===== src/rtl/ahb_sram_pkg.sv =====
// AHB-Lite to byte-lane SRAM bridge: shared encodings,
// FSM state type and default geometry.
package ahb_sram_pkg;

  localparam int MEM_DEPTH_DEF = 8192;
  localparam int NUM_BANKS_DEF = 4;
  localparam int BITW_DEF      = $clog2(MEM_DEPTH_DEF);

  typedef enum logic [1:0] {
    HTRANS_IDLE   = 2'b00,
    HTRANS_BUSY   = 2'b01,
    HTRANS_NONSEQ = 2'b10,
    HTRANS_SEQ    = 2'b11
  } htrans_e;

  typedef enum logic [2:0] {
    HSIZE_BYTE = 3'd0,
    HSIZE_HALF = 3'd1,
    HSIZE_WORD = 3'd2
  } hsize_e;

  typedef enum logic [2:0] {
    IDLE,
    WR_DATA,
    RD_DATA,
    RD_WAIT,
    ERR1,
    ERR2
  } state_e;

  function automatic logic [31:0] lane_bits(
    input logic [3:0] m
  );
    return {{8{m[3]}}, {8{m[2]}},
            {8{m[1]}}, {8{m[0]}}};
  endfunction

endpackage


===== src/rtl/ahb_lane_dec.sv =====
// Byte-lane mask and alignment check for one
// AHB transfer (size plus low address bits).
module ahb_lane_dec
  import ahb_sram_pkg::*;
(
  input  logic [2:0] hsize_i,
  input  logic [1:0] haddr_i,
  output logic [3:0] mask_o,
  output logic       err_o
);

  always_comb begin
    mask_o = 4'b0000;
    err_o  = 1'b0;
    unique case (hsize_i)
      HSIZE_BYTE: begin
        mask_o = 4'b0001 << haddr_i;
      end
      HSIZE_HALF: begin
        if (haddr_i[0]) begin
          err_o = 1'b1;
        end else begin
          mask_o = haddr_i[1] ? 4'b1100
                              : 4'b0011;
        end
      end
      HSIZE_WORD: begin
        if (haddr_i != 2'b00) begin
          err_o = 1'b1;
        end else begin
          mask_o = 4'b1111;
        end
      end
      default: begin
        err_o = 1'b1;
      end
    endcase
  end

endmodule


===== src/rtl/ahb_sram_if.sv =====
// AHB-Lite slave bridging to four byte-lane SRAM
// banks with registered read data.
module ahb_sram_if
  import ahb_sram_pkg::*;
#(
  parameter int MEM_DEPTH = MEM_DEPTH_DEF,
  parameter int BITW      = $clog2(MEM_DEPTH),
  parameter int NUM_BANKS = NUM_BANKS_DEF
) (
  input  logic                 clk,
  input  logic                 rst,
  input  logic                 hsel,
  input  logic [1:0]           htrans,
  input  logic                 hwrite,
  input  logic [2:0]           hsize,
  input  logic [31:0]          haddr,
  input  logic [31:0]          hwdata,
  input  logic                 hready,
  output logic                 hreadyout,
  output logic                 hresp,
  output logic [31:0]          hrdata,
  output logic [NUM_BANKS-1:0] sram_csn,
  output logic                 sram_we,
  output logic [BITW-1:0]      sram_addr,
  output logic [31:0]          sram_din,
  input  logic [31:0]          sram_dout
);

  state_e          state_q, state_d;
  logic [BITW-1:0] addr_q, addr_d;
  logic [3:0]      mask_q, mask_d;
  logic [3:0]      dec_mask;
  logic            dec_err;
  logic            accept;
  logic            unused_bits;

  assign unused_bits = ^{haddr[31:BITW+2],
                         htrans[0]};

  ahb_lane_dec u_lane_dec (
    .hsize_i (hsize),
    .haddr_i (haddr[1:0]),
    .mask_o  (dec_mask),
    .err_o   (dec_err)
  );

  assign accept = hsel & hready & htrans[1];

  always_ff @(posedge clk) begin
    if (rst) begin
      state_q <= IDLE;
      addr_q  <= '0;
      mask_q  <= '0;
    end else begin
      state_q <= state_d;
      addr_q  <= addr_d;
      mask_q  <= mask_d;
    end
  end

  always_comb begin
    state_d   = state_q;
    addr_d    = addr_q;
    mask_d    = mask_q;
    hreadyout = 1'b1;
    hresp     = 1'b0;
    hrdata    = '0;
    sram_csn  = '1;
    sram_we   = 1'b0;
    sram_addr = haddr[BITW+1:2];
    sram_din  = hwdata;
    unique case (state_q)
      RD_WAIT: begin
        hreadyout = 1'b0;
        sram_csn  = ~mask_q;
        sram_addr = addr_q;
        state_d   = RD_DATA;
      end
      ERR1: begin
        hreadyout = 1'b0;
        hresp     = 1'b1;
        state_d   = ERR2;
      end
      default: begin
        hresp = (state_q == ERR2);
        if (state_q == RD_DATA) begin
          hrdata = sram_dout & lane_bits(mask_q);
        end
        // A pending write owns the bank this cycle
        if (state_q == WR_DATA) begin
          sram_we   = 1'b1;
          sram_csn  = ~mask_q;
          sram_addr = addr_q;
        end
        state_d = IDLE;
        if (accept) begin
          addr_d = haddr[BITW+1:2];
          mask_d = dec_mask;
          if (dec_err) begin
            state_d = ERR1;
          end else if (hwrite) begin
            state_d = WR_DATA;
          end else if (state_q == WR_DATA) begin
            state_d = RD_WAIT;
          end else begin
            state_d  = RD_DATA;
            sram_csn = ~dec_mask;
          end
        end
      end
    endcase
    // Pending work is dropped, never issued
    if (rst) begin
      hreadyout = 1'b1;
      hresp     = 1'b0;
      hrdata    = '0;
      sram_csn  = '1;
      sram_we   = 1'b0;
    end
  end

endmodule

===== config.mk =====
export PLATFORM = sky130hd
export DESIGN_NAME = ahb_sram_if
export DESIGN_NICKNAME = d
export VERILOG_FILES = /design/src/rtl/ahb_sram_pkg.sv /design/src/rtl/ahb_lane_dec.sv /design/src/rtl/ahb_sram_if.sv
export SDC_FILE = /design/constraint.sdc
export NUM_CORES = 1
export LEC_CHECK = 0
export CAP_MARGIN = 40
export CELL_PAD_IN_SITES_DETAIL_PLACEMENT = 2
export CELL_PAD_IN_SITES_GLOBAL_PLACEMENT = 2
export CORE_MARGIN = 3
export CORE_UTILIZATION = 13
export CTS_CLUSTER_SIZE = 16
export DETAILED_ROUTE_END_ITERATION = 10
export HOLD_SLACK_MARGIN = 0.12
export MAX_ROUTING_LAYER = met4
export PLACE_DENSITY = 0.87
export REMOVE_ABC_BUFFERS = 1
export SYNTH_ARGS = -nofsm -noshare
export SYNTH_HDL_FRONTEND = slang
export SYNTH_SLANG_ARGS = --single-unit

===== constraint.sdc =====
create_clock -name clk -period 3.8 [get_ports clk]
set_clock_uncertainty 0.1 [all_clocks]
set_input_delay 0.38 -clock clk [delete_from_list [all_inputs] [get_ports clk]]
set_output_delay 0.38 -clock clk [all_outputs]
set_load 0.03 [all_outputs]

==> results of run 1 <==
-- area by class of cell --
| cell class | instances | area [um2] | area share (%) |
|---|---|---|---|
| clock buffers | 3 | 75.1 | 2.84 |
| flip-flops and latches | 20 | 400 | 15.1 |
| multi-input cells | 142 | 888 | 33.6 |
| inverters | 2 | 7.51 | 0.284 |
| well taps | 143 | 179 | 6.77 |
| repair buffers | 110 | 1090 | 41.4 |
-- per-stage QoR --
| step | setup slack [ns] | util (%) | hold slack (ns) |
|---|---|---|---|
| 3_5_place_dp | 0.638 | 21.9 | 0.355 |
| 2_1_floorplan | 1.38 | - | 0.328 |
| 6_report | 0.605 | 22.6 | 0.356 |
| 3_3_place_gp | 0.761 | 21.9 | 0.339 |
| 5_1_grt | 0.375 | 22.6 | 0.387 |
| 4_1_cts | 0.627 | 22.6 | 0.364 |
-- logic make-up after synthesis --
logic type / Yosys count
and+or+nand+nor: 93
buffers and inverters: 50
AOI/OAI and AO/OA: 34
DFF: 20
muxes: 14
xor gates and xnor gates: 1
-- Yosys cell counts, types with 2 or more instances --
library cell,count,area [um2]
mux2_2,13,146
clkbuf_1,9,33.8
inv_1,2,7.51
nand2b_1,3,18.8
buf_4,34,255
o221ai_1,2,17.5
nand2_1,30,113
a21oi_1,19,95.1
o21ai_0,2,10.0
o32ai_1,2,17.5
or3_1,2,12.5
nor3b_1,2,15.0
nor3_1,3,15.0
and3_1,33,206
nor2b_1,2,12.5
dfxtp_1,20,400
nor2_1,10,37.5
o211ai_1,3,22.5
nor4_1,2,12.5
buf_2,5,25.0
-- registers in the layout, indices dropped and copies added, names as in the netlist --
signal   cells
addr_q      13
state_q      3
mask_q       4
-- power by group through the flow --
| stage | registers (mW) | clock network, mW | logic [mW] |
|---|---|---|---|
| after global routing | 0.222 | 0.236 | 0.167 |
| after global placement | 0.225 | 0 | 0.150 |
| final | 0.221 | 0.217 | 0.154 |
| after floorplan | 0.223 | 0 | 0.0567 |
| after detailed placement | 0.226 | 0 | 0.155 |
| after CTS | 0.221 | 0.228 | 0.156 |
-- layer usage --
metal | up-vias | global-route usage [%] | share of wire (%) | wire length [um]
li1 | 831 | - | - | -
met1 | 861 | 13.3 | 40 | 3210
met2 | 121 | 17.4 | 44 | 3470
met3 | 2 | 7.76 | 15 | 1210
met4 | 0 | 1.83 | 0.44 | 35
met5 | - | - | 0 | 0
-- final timing paths --
path               from          end  slack (ns)  cells past startpoint
min reg2reg   addr_q[2]    addr_q[2]        0.36                      2
min           addr_q[2]    addr_q[2]        0.36                      2
max            haddr[0]  sram_csn[3]        0.60                      6
max reg2reg  state_q[1]    mask_q[1]        1.42                      4
-- critical path, delay by kind of cell --
family                 cells  cell delay, ns
and+or+nand+nor            1            0.37
AOI/OAI and AO/OA          3            0.79
buffers and inverters      2            1.17
==> summary.txt, run 1 <==
Total track usage = 11.7%
Resize count post-CTS = 0
Gate Count Post-Synth = 212
Reg power frac = 37.3%
Iteration-0 DRC Markers = 46
PwrDens = 224 nW/um2
Die width = 117 um
Commonest cells after routing, fill and taps aside = clkdlybuf4s50_1, and3_1, nand2_1
H-tree levels = 1
Clock Root Buffer = clkbuf_16
Internal power = 0.440 mW
Cell variety after synth = 34
Grt total ovfl = 0
Worst VDD drop = 0.000145 V
Max clock buf depth = 2
Sink Count = 20
Mux share of post-synthesis cell area = 9.77%
Final cycle utilization of the critical path = 84.1%
Max-cap viol count = 0
Comb pwr share = 26.0%
Outcome = completed
Slew Viols, Final = 0
Num CTS Buffers = 3
Commonest non-fill, non-tap cell in the layout = clkdlybuf4s50_1
Setup repair bufs after CTS = 0
Placed Area = 2570 um2
Clock power frac = 36.7%
Crit start category = input port
Tightest Hold Check Type = reg2reg
Fin area = 2640 um2
Largest stage delay, worst path = 0.64 ns
CORE AREA = 11700 um2
First-pass GRT wire length = 11.7 mm
Cell mode on critical path = clkdlybuf4s50_1
Sw Share = 25.5%
Synth Cell Area = 1600 um2
Initial antenna violation count = 0
EDFF count, synth = 0
I/O Pins = 190
Synth warn = 0
Critical-path maximum fanout = 7
Leakage power = 1.00 nW
Fmax = 313 MHz
WP data arrival = 2.72 ns
Total power = 0.591 mW
Endpoints failing setup = 0
# DRC = 0
Dpl cells = 417
GPL Wtd Cong = 0.699
Psw = 0.151 mW
N_diodes = 0
Simple-gate share of the synthesized area = 31.6%
Critical Path, Cell by Cell = clkdlybuf4s50_1, nor3_1, o21bai_1, o32ai_1, o211ai_1, clkdlybuf4s50_1
Crit. End Element = output pin
Largest family of logic cells by synthesized area = simple AND/OR/NAND/NOR gates
Non-filler cells, final = 420
Routed WL = 7.92 mm
Routed vias/inst = 4.32
Fin. Hold Viols = 0
Worst endpoint required time = 3.32 ns
Routed Antenna Nets = 0
Area growth, synth to finish = 65.1%
Initial Utilization = 13.7%
1st-pass router iterations = 4
Seq cells post-synth = 20
PortBufs = 107
TritonCTS clock tree = done
Fin nets = 385
Post-CTS Hold Fix Bufs = 0
Worst slew pin tran = 0.840 ns
Sequential fraction of the synthesis area = 25.0%
# fillers = 1366
Clk Latency, worst-skew pair = 0.25 ns
Critical path type = in2out
Mean area per synthesized cell = 7.55 um2
Largest net degree at the start of global routing = 33
Clock Pin Slew Worst Setup and Hold Paths = 0.06 ns
Avg WL per Cell = 18.9 um
Crit-path slowest cell = clkdlybuf4s50_1
DP Wirelength = 6.42 mm
Setup TNS = 0 ns
Post-synthesis adder-cell area fraction = 0%
Die Ht = 117 um
Period minus WS final = 3.20 ns
Post-synthesis compound-gate area fraction = 13.0%
Die Footprint = 13700 um2
Rows = 39
Via count = 1815
Slew margin rel. = 43.8%
Async SR Flop Fraction = 0%
Ys flop type = dfxtp_1
XOR/XNOR Fraction of Synth Area = 0.547%
Number of global-route vias before repair = 1979
RSZ-0062 raised after global routing = false
Share of cells above drive strength 1 = 7.94%
No activity file was read; power rests on OpenSTA's default activity.
==> inputs of run 2 (changes only) <==
--- a/config.mk
+++ b/config.mk
@@ -9,12 +9,12 @@
 export CELL_PAD_IN_SITES_DETAIL_PLACEMENT = 2
 export CELL_PAD_IN_SITES_GLOBAL_PLACEMENT = 2
 export CORE_MARGIN = 3
-export CORE_UTILIZATION = 13
+export CORE_UTILIZATION = 11
 export CTS_CLUSTER_SIZE = 16
 export DETAILED_ROUTE_END_ITERATION = 10
 export HOLD_SLACK_MARGIN = 0.12
 export MAX_ROUTING_LAYER = met4
-export PLACE_DENSITY = 0.87
+export PLACE_DENSITY = 0.78
 export REMOVE_ABC_BUFFERS = 1
 export SYNTH_ARGS = -nofsm -noshare
 export SYNTH_HDL_FRONTEND = slang
==> constraint.sdc (replaced) <==
create_clock -name clk -period 2.75 [get_ports clk]
set_clock_uncertainty 0.1 [all_clocks]
set_input_delay 0.275 -clock clk [delete_from_list [all_inputs] [get_ports clk]]
set_output_delay 0.275 -clock clk [all_outputs]
set_load 0.03 [all_outputs]
==> run 2 against run 1 <==
Net effect: clock-buffer cell count is the same; first-iteration DRC count shrank 35%; sequential share of layout area shrank 0.37 points; highest routed layer unchanged; cell area grew 2.5%; final cell count grew 9.8%; routed wire length shrank 1.7%; sequential power grew 38%; critical endpoint unchanged; worst setup slack lost 0.35 ns; register-to-register slack lost 0.65 ns; power grew 39%; via count grew 0.33%; combinational power grew 40%.
==> summary.txt, run 2 (synthesis gave the netlist of run 1 again) <==
Rows = 43
Top reg by flops = addr_q
Routed WL = 7.79 mm
First-pass GRT wire length = 11.7 mm
Fmax = 400 MHz
Number of global-route vias before repair = 1977
Total power = 0.822 mW
Worst Hold Path Cells = 2
Worst slew pin tran = 0.530 ns
TritonCTS clock tree = done
Total track usage = 9.43%
Outcome = completed
Area growth, synth to finish = 69.2%
Post-CTS Hold Fix Bufs = 0
Crit start category = input port
Worst endpoint required time = 2.38 ns
Avg WL per Cell = 16.9 um
Critical-path maximum fanout = 7
Clock Pin Slew Worst Setup and Hold Paths = 0.06 ns
Clk Latency, worst-skew pair = 0.25 ns
Sink Count = 20
1st-pass router iterations = 4
Endpoints failing setup = 0
Clock Root Buffer = clkbuf_16
Num CTS Buffers = 3
Initial Utilization = 11.4%
Footprint of the multi-input gates = 888 um2
PortBufs = 107
Die width = 127 um
Final cycle utilization of the critical path = 90.9%
Iteration-0 DRC Markers = 30
Max FFs per register = 13
Regs by FF count = addr_q: 13 flops, mask_q: 4 flops, state_q: 3 flops
Routed Antenna Nets = 0
Fin nets = 389
Die Ht = 127 um
Die Footprint = 16000 um2
I/O Pins = 190
Commonest non-fill, non-tap cell in the layout = clkdlybuf4s50_1
DP Wirelength = 6.50 mm
GPL Wtd Cong = 0.762
Initial antenna violation count = 0
Fin. Hold Viols = 0
Commonest cells after routing, fill and taps aside = clkdlybuf4s50_1, buf_4, and3_1
N_diodes = 0
Worst VDD drop = 0.000162 V
Via count = 1821
H-tree levels = 1
Slew margin rel. = 63.7%
Placed Area = 2640 um2
Max clock buf depth = 2
Fin area = 2710 um2
PwrDens = 303 nW/um2
Grt total ovfl = 0
Setup repair bufs after CTS = 0
Leakage power = 1.13 nW
Routed vias/inst = 3.95
RSZ-0062 raised after global routing = false
Max-cap viol count = 0
Critical path type = in2out
# fillers = 1625
Non-filler cells, final = 461
Share of cells above drive strength 1 = 23.1%
Crit. End Element = output pin
WP data arrival = 2.12 ns
R2R cell count = 4
Register area = 400 um2
Resize count post-CTS = 0
CORE AREA = 14000 um2
Largest net degree at the start of global routing = 33
# DRC = 0
Period minus WS final = 2.50 ns
Slew Viols, Final = 0
Setup TNS = 0 ns
Tightest Hold Check Type = reg2reg
Dpl cells = 458
[run 2: path summary, 6_finish.rpt]
check | start | to | slack (ns)
worst max-delay path | haddr[0] | sram_csn[3] | 0.25
worst min-delay path | addr_q[10] | addr_q[10] | 0.36
worst max register to register | state_q[1] | mask_q[1] | 0.77
worst min register to register | addr_q[10] | addr_q[10] | 0.36
[run 2: metal layers]
metal | vias to the layer above | GRT usage, % | wire length (um) | part of all wire (%)
li1 | 845 | - | - | -
met5 | - | - | 0 | 0
met1 | 852 | 10.9 | 3080 | 40
met4 | 0 | 0.883 | 13 | 0.17
met2 | 120 | 14.0 | 3430 | 44
met3 | 4 | 6.53 | 1260 | 16
[run 2: cell type report]
class                           instances  area share, %
Clock buffer                            3           2.77
Inverter                                2          0.277
Tap cell                              180           8.31
Timing Repair Buffer                  114           41.1
Multi-Input combinational cell        142           32.8
Sequential cell                        20           14.8
[run 2: through the flow]
stage / hold slack [ns] / util (%) / worst slack (ns)
4_1_cts: 0.366 / 19.3 / 0.229
6_report: 0.363 / 19.3 / 0.251
3_3_place_gp: 0.343 / 18.8 / 0.325
2_1_floorplan: 0.244 / - / 0.434
5_1_grt: 0.382 / 19.3 / 0.0360
3_5_place_dp: 0.358 / 18.8 / 0.240
[run 2: power breakdown]
group	switching (mW)	internal, mW
sequential	0.00692	0.298
clock	0.109	0.192
combinational	0.0921	0.124
total	0.208	0.614
[run 2: critical path, cell delays in order]
cell             delay (ns)
clkdlybuf4s50_1        0.53
nor3_1                 0.36
o21bai_1               0.23
o32ai_1                0.33
o211ai_1               0.20
buf_12                 0.19
